$ cat config.mk
export PLATFORM = sky130hd
export DESIGN_NAME = alu181_nibble_sequencer
export DESIGN_NICKNAME = d
export VERILOG_FILES = /design/src/rtl/alu181_nibble_sequencer.sv
export SDC_FILE = /design/constraint.sdc
export NUM_CORES = 1
export LEC_CHECK = 0
export ABC_AREA = 1
export CAP_MARGIN = 20
export CORE_MARGIN = 2
export CORE_UTILIZATION = 50
export DETAILED_ROUTE_END_ITERATION = 10
export GPL_TIMING_DRIVEN = 0
export PLACE_DENSITY = 0.94
export SKIP_CTS_REPAIR_TIMING = 1
export SYNTH_ARGS = -nofsm -noshare
export SYNTH_HDL_FRONTEND = slang
export SYNTH_SLANG_ARGS = --single-unit
$ cat constraint.sdc
create_clock -name CLK -period 2.6 [get_ports CLK]
set_input_delay 0.52 -clock CLK [delete_from_list [all_inputs] [get_ports CLK]]
set_output_delay 0.52 -clock CLK [all_outputs]
set_load 0.1 [all_outputs]
$ cat src/rtl/alu181_nibble_sequencer.sv
// rtl/alu181_nibble_sequencer.sv - drives one 74181 nibble by nibble, LSB first, rippling carry in a register.
// Optional ALU181_EQ_EN: aggregates the ALU A=B output across all nibbles into eq.
module alu181_nibble_sequencer #(
    parameter int NIBBLES = 4
) (
    input  logic                   CLK,
    input  logic                   RST,
    input  logic                   start,
    input  logic [3:0]             op_s,
    input  logic                   op_m,
    input  logic                   cin,
    input  logic [4*NIBBLES-1:0]   a,
    input  logic [4*NIBBLES-1:0]   b,
    output logic                   busy,
    output logic                   done,
    output logic [4*NIBBLES-1:0]   result,
    output logic                   cout,
    output logic                   eq,
    output logic [3:0]             alu_a_n,
    output logic [3:0]             alu_b_n,
    output logic [3:0]             alu_s,
    output logic                   alu_m,
    output logic                   alu_cn,
    input  logic [3:0]             alu_f_n,
    input  logic                   alu_cn4,
    input  logic                   alu_aeqb
);
    localparam int WIDTH = 4 * NIBBLES;
    localparam int KW = (NIBBLES > 1) ? $clog2(NIBBLES) : 1;
    localparam logic [KW-1:0] K_LAST = KW'(NIBBLES - 1);

    typedef enum logic [1:0] {IDLE, ISSUE, SAMPLE, DONE} state_t;

    state_t           state;
    state_t           state_nxt;
    logic [KW-1:0]    k;
    logic [WIDTH-1:0] a_lat;
    logic [WIDTH-1:0] b_lat;
    logic [3:0]       s_lat;
    logic             m_lat;
    logic             carry;
    logic             last_nibble;
    logic [KW+1:0]    bit_base;

    assign last_nibble = (k == K_LAST);
    assign bit_base    = {k, 2'b00};

    always_ff @(posedge CLK) begin
        if (RST) begin
            state <= IDLE;
        end else begin
            state <= state_nxt;
        end
    end

    always_comb begin
        state_nxt = state;
        case (state)
            IDLE:    if (start) state_nxt = ISSUE;
            ISSUE:   state_nxt = SAMPLE;
            SAMPLE:  state_nxt = last_nibble ? DONE : ISSUE;
            DONE:    state_nxt = IDLE;
            default: state_nxt = IDLE;
        endcase
    end

`ifdef ALU181_EQ_EN
    logic eq_acc;
`else
    logic unused_aeqb;
    assign unused_aeqb = alu_aeqb;
    assign eq          = 1'b0;
`endif

    always_ff @(posedge CLK) begin
        if (RST) begin
            busy    <= 1'b0;
            done    <= 1'b0;
            result  <= '0;
            cout    <= 1'b0;
            alu_a_n <= 4'hF;
            alu_b_n <= 4'hF;
            alu_s   <= 4'h0;
            alu_m   <= 1'b1;
            alu_cn  <= 1'b0;
            k       <= '0;
            a_lat   <= '0;
            b_lat   <= '0;
            s_lat   <= 4'h0;
            m_lat   <= 1'b1;
            carry   <= 1'b0;
`ifdef ALU181_EQ_EN
            eq_acc  <= 1'b0;
            eq      <= 1'b0;
`endif
        end else begin
            case (state)
                IDLE: begin
                    if (start) begin
                        a_lat  <= a;
                        b_lat  <= b;
                        s_lat  <= op_s;
                        m_lat  <= op_m;
                        carry  <= cin;
                        k      <= '0;
                        busy   <= 1'b1;
                        // Old result is cleared so only nibbles of this operation are ever visible.
                        result <= '0;
`ifdef ALU181_EQ_EN
                        eq_acc <= 1'b1;
`endif
                    end
                end
                ISSUE: begin
                    alu_a_n <= ~a_lat[bit_base +: 4];
                    alu_b_n <= ~b_lat[bit_base +: 4];
                    alu_s   <= s_lat;
                    alu_m   <= m_lat;
                    alu_cn  <= carry;
                end
                SAMPLE: begin
                    result[bit_base +: 4] <= ~alu_f_n;
                    carry <= alu_cn4;
`ifdef ALU181_EQ_EN
                    eq_acc <= eq_acc & alu_aeqb;
`endif
                    if (last_nibble) begin
                        k    <= '0;
                        done <= 1'b1;
                        busy <= 1'b0;
                        // In logic mode the ALU still produces a carry, but it carries no meaning.
                        cout <= m_lat ? 1'b0 : alu_cn4;
`ifdef ALU181_EQ_EN
                        eq   <= eq_acc & alu_aeqb;
`endif
                    end else begin
                        k <= k + KW'(1);
                    end
                end
                DONE: begin
                    done <= 1'b0;
                end
                default: begin
                    done <= 1'b0;
                end
            endcase
        end
    end
endmodule

# == Word level (Yosys, flattened, before mapping) ==
# Cells that the tools add are included.
# totals
ff_bits,75
inputBits,47
output_inout_bits,34
# op_classes
add_sub_neg,2
eq_ne,6
n_shift,4
n_mux,17
n_bitwise,3
n_reduce_logical,8
# op_table
operator,count
$pmux 16 s2,1
$shiftx 16x5->4,2
$bwmux 16,1
$mux 16,1
$shift 4x6->16 const A,1
$shiftx 4x6->16,1
$not 4->4,3
$mux 2,4
$pmux 2 s4,1
$reduce_and 2->1,4
$eq 2x2->1 const B,3
$neg 4->6,1
$pmux 1 s2,3
$mux 1,5
$ne 2x2->1 const B,2
$pmux 2 s2,1
$reduce_bool 2->1,2
$reduce_and 3->1,1
$add 2x1->2 const B,1
$eq 2x1->1 const B,1
$logic_not 2->1,1

# == Longest topological paths before layout ==
# depth
depth_word,4
ltp_mapped,10
ltp_nobuf,8

# == Least setup slack after synthesis ==
# OpenSTA, ideal clock, no wires.
# synth_path
kind,flip-flop to flip-flop
startpoint,reg k[1]
endpoint,reg result[7]
setup_ps,70
t_arrival_ps,1642
setup_slack_ps,888
stages_incl_launch_ff,8
path_buffers,1
period_less_slack_ps,1712
path_cell_list,dfxtp_1 -> buf_2 -> clkinv_1 -> ha_1 -> or2_2 -> nor2_1 -> nand2_1 -> a21oi_1
# synth_via
elab_chain_cells,4
# synth_lines
element,line_no,text
from (decl),36,logic [KW-1:0] k;
from (signal assigned),137,k <= k + KW'(1);
$neg 4->6 (*),122,result[bit_base +: 4] <= ~alu_f_n;
$shiftx 4x6->16 or $shift 4x6->16 (tied branches),122,
$bwmux 16 (*),122,
$pmux 16 s2 (*),97,case (state)
"to (signal, indexed assignment)",122,
to (decl),16,"output logic [4*NIBBLES-1:0] result,"
# Mark *: on every way between the ends. The rest lies on a longest branch, timed or not.
# A chain may end at the register's enable or synchronous reset.

# == Worst setup path after layout ==
# layout_path
startpoint,reg cout
endpoint,out cout
# layout_lines
element,line_no,text
from (decl),17,"output logic cout,"
from (signal assigned),132,cout <= m_lat ? 1'b0 : alu_cn4;
# No word-level cell between the ends.

==> flow_metrics.env <==
export IMPL_maxCapViolCount=0
export IMPL_tightest_slew_ns=0.9897
export IMPL_cts_buffers=9
export IMPL_p_per_area_nw_per_um2=638.4
export IMPL_core_area_um2=5991
export IMPL_cp_max_fo=2
export IMPL_cts_sinks=75
export IMPL_root_buffer="clkbuf_8"
export IMPL_fin_nets=558
export IMPL_drtIter0Drc=287
export IMPL_start_kind="flip-flop"
export IMPL_cts_tree="done"
export IMPL_dieArea_um2=6896
export IMPL_syn_to_final_growth_pct=34.36
export IMPL_io_buffer_count=78
export IMPL_hp_class="flip-flop to flip-flop"
export IMPL_seq_area_frac_synth_pct=48.06
export IMPL_drt_first_pass_iters=5
export IMPL_synthDistinctLibCells=23
export IMPL_drive_above_1_share_pct=8.039
export IMPL_finalCritPeriodShare_pct=91.62
export IMPL_io_pins=81
export IMPL_vias=3190
export IMPL_syn_area_um2=3124
export IMPL_reg2regPathDepth=7
export IMPL_critical_path_arrival_ns=1.86
export IMPL_setup_viol=0
export IMPL_worstPathRequired_ns=2.08
export IMPL_rsz0062_at_grt="false"
export IMPL_antenna_cells=0
export IMPL_netlist_instances=416
export IMPL_overflow=0
export IMPL_placed_area_um2=3999
export IMPL_die_w_um=83.05
export IMPL_crit_chain="clkdlybuf4s50_1"
export IMPL_yosys_area_top_type="dfxtp_1"
export IMPL_synth_area_top_cells="dfxtp_1 (48%), a21oi_1 (9.5%), nand2_1 (8.7%)"
export IMPL_min_period_ns=2.382
export IMPL_max_vdd_ir_drop_mv=0.3432
export IMPL_ant_nets=0
export IMPL_syn_area_per_cell_um2=7.510
export IMPL_hold_slack_ns=0.4530
export IMPL_wl_per_cell_um=14.85
export IMPL_dp_hpwl_um=6044
export IMPL_total_leakage_power_nw=1.645
export IMPL_clockBufferDepth=2
export IMPL_grt_pass1_vias=3141
export IMPL_clock_fmax_mhz=419.8
export IMPL_cp_slowest_cell="clkdlybuf4s50_1"
export IMPL_antenna_found_initial=0
export IMPL_synth_top_area_share_pct=48.06
export IMPL_synth_seq_cells=75
export IMPL_critPathBufInv=1
export IMPL_gp_congestion=0.9114
export IMPL_viasPerCell=5.453
export IMPL_finClkSkew_ns=0.008152
export IMPL_holdPathStages=2
export IMPL_slew_viol_final=0
export IMPL_worstReg2RegStart="k[1]"
export IMPL_yosysWarningCount=0
export IMPL_cts_htree_levels=3
export IMPL_min_from="b_lat[2]"
export IMPL_r2r_slack_ns=0.41
export IMPL_synth_fp_nets=469
export IMPL_grtUsageTotal_pct=25.41
export IMPL_grt_first_pass_wirelength_um=14230
export IMPL_start_util_pct=52.15
export IMPL_grt_max_degree=13
export IMPL_slew_headroom_pct=33.81
export IMPL_drcViolationCount=0
export IMPL_critPathMaxStageDelay_ns=1.14
export IMPL_rr_endpoint="result[7]"
export IMPL_status="finished, final reports clean"
export IMPL_setup_tns_ns=0
export IMPL_end_kind="output pin"
export IMPL_crit_type="flip-flop to output pin"
export IMPL_routed_wl_um=8690
export IMPL_whs_endpoint="b_lat[2]"
export IMPL_die_h_um=83.05
export IMPL_clock_latency_ns=0.35
export IMPL_design_area_um2=4198
export IMPL_finalHoldViolCount=0
export IMPL_cpLargestDelayFamily="buffers and inverters"
export IMPL_fp_row_count=28
export IMPL_path_clk_slew_ns=0.08
[logic make-up (layout without fill, tap and decap cells)]
logic type / count (synthesis) / in the layout / share of synthesized area (%)
compound gates: 110 / 110 / 18.26
fa+ha+maj: 6 / 6 / 2.403
buf+inv: 67 / 161 / 9.852
flops: 75 / 75 / 48.06
other cells: 1 / 1 / 0.1200
simple gates: 157 / 157 / 21.31
[worst max-delay path by stage]
stage | from | endpoint | slack, ns | cells past startpoint
2_1_floorplan | k[1] | result[7] | 0.89 | 7
3_3_place_gp | k[1] | result[7] | 0.52 | 7
3_5_place_dp | k[1] | result[7] | 0.49 | 7
4_1_cts | cout | cout | 0.22 | 1
5_1_grt | k[1] | result[7] | 0.17 | 7
6_report | cout | cout | 0.22 | 1
[metal layers]
layer	GRT usage [%]	vias to the layer above	share of wire [%]
met2	44.35	153	50
li1	-	1530	-
met1	30.13	1485	40
met4	12.37	0	2.4
met5	0	-	0
met3	4.274	22	6.9
[sequential cells by signal, summed over array words and instances (netlist names)]
signal / count
cout: 1
alu_m: 1
alu_b_n: 4
alu_cn: 1
result: 16
carry: 1
busy: 1
m_lat: 1
alu_s: 4
k: 2
alu_a_n: 4
b_lat: 16
s_lat: 4
a_lat: 16
done: 1
state: 2
[synth_stat cells, drive strengths merged]
| cell | number |
|---|---|
| o211ai | 8 |
| nand3 | 34 |
| or2 | 1 |
| ha | 6 |
| clkinv | 1 |
| conb | 1 |
| clkbuf | 10 |
| o21ai | 43 |
| buf | 15 |
| a21oi | 59 |
| dfxtp | 75 |
| nor3 | 4 |
| nand2 | 72 |
| inv | 41 |
| nor2 | 46 |
[where the power goes]
| part | internal, mW | switching, mW |
|---|---|---|
| Combinational | 0.182 | 0.353 |
| Sequential | 1.22 | 0.0346 |
| Clock | 0.450 | 0.437 |
[layout by cell type (no fill, tap or decap), drive strengths merged]
cell type / count
clkdlybuf4s50: 78
dfxtp: 75
nand2: 72
a21oi: 59
nor2: 46
o21ai: 43
inv: 41
nand3: 34
clkbuf: 23
buf: 15
o211ai: 8
ha: 6
nor3: 4
clkinvlp: 2
clkinv: 2
or2: 1
conb: 1
[metrics by stage]
step / cells / utilization [%] / power, mW / setup slack [ns]
5_1_grt: 585 / 70.07 / 2.764 / 0.1743
4_1_cts: 585 / 70.07 / 2.671 / 0.2167
2_1_floorplan: 416 / - / 1.633 / 0.8876
3_5_place_dp: 569 / 66.75 / 1.809 / 0.4907
6_report: 585 / 70.07 / 2.680 / 0.2179
3_3_place_gp: 569 / 66.75 / 1.793 / 0.5203
[layout make-up]
cell class | count | area [um2]
timing repair buffer | 78 | 780.7
clock inverter | 3 | 20.02
inverter | 42 | 160.2
buffer | 25 | 147.6
fill | 455 | 1793
sequential | 75 | 1501
clock buffer | 13 | 178.9
tap | 75 | 93.84
multi-input combinational | 274 | 1315
No activity file was read; power rests on OpenSTA's default activity.
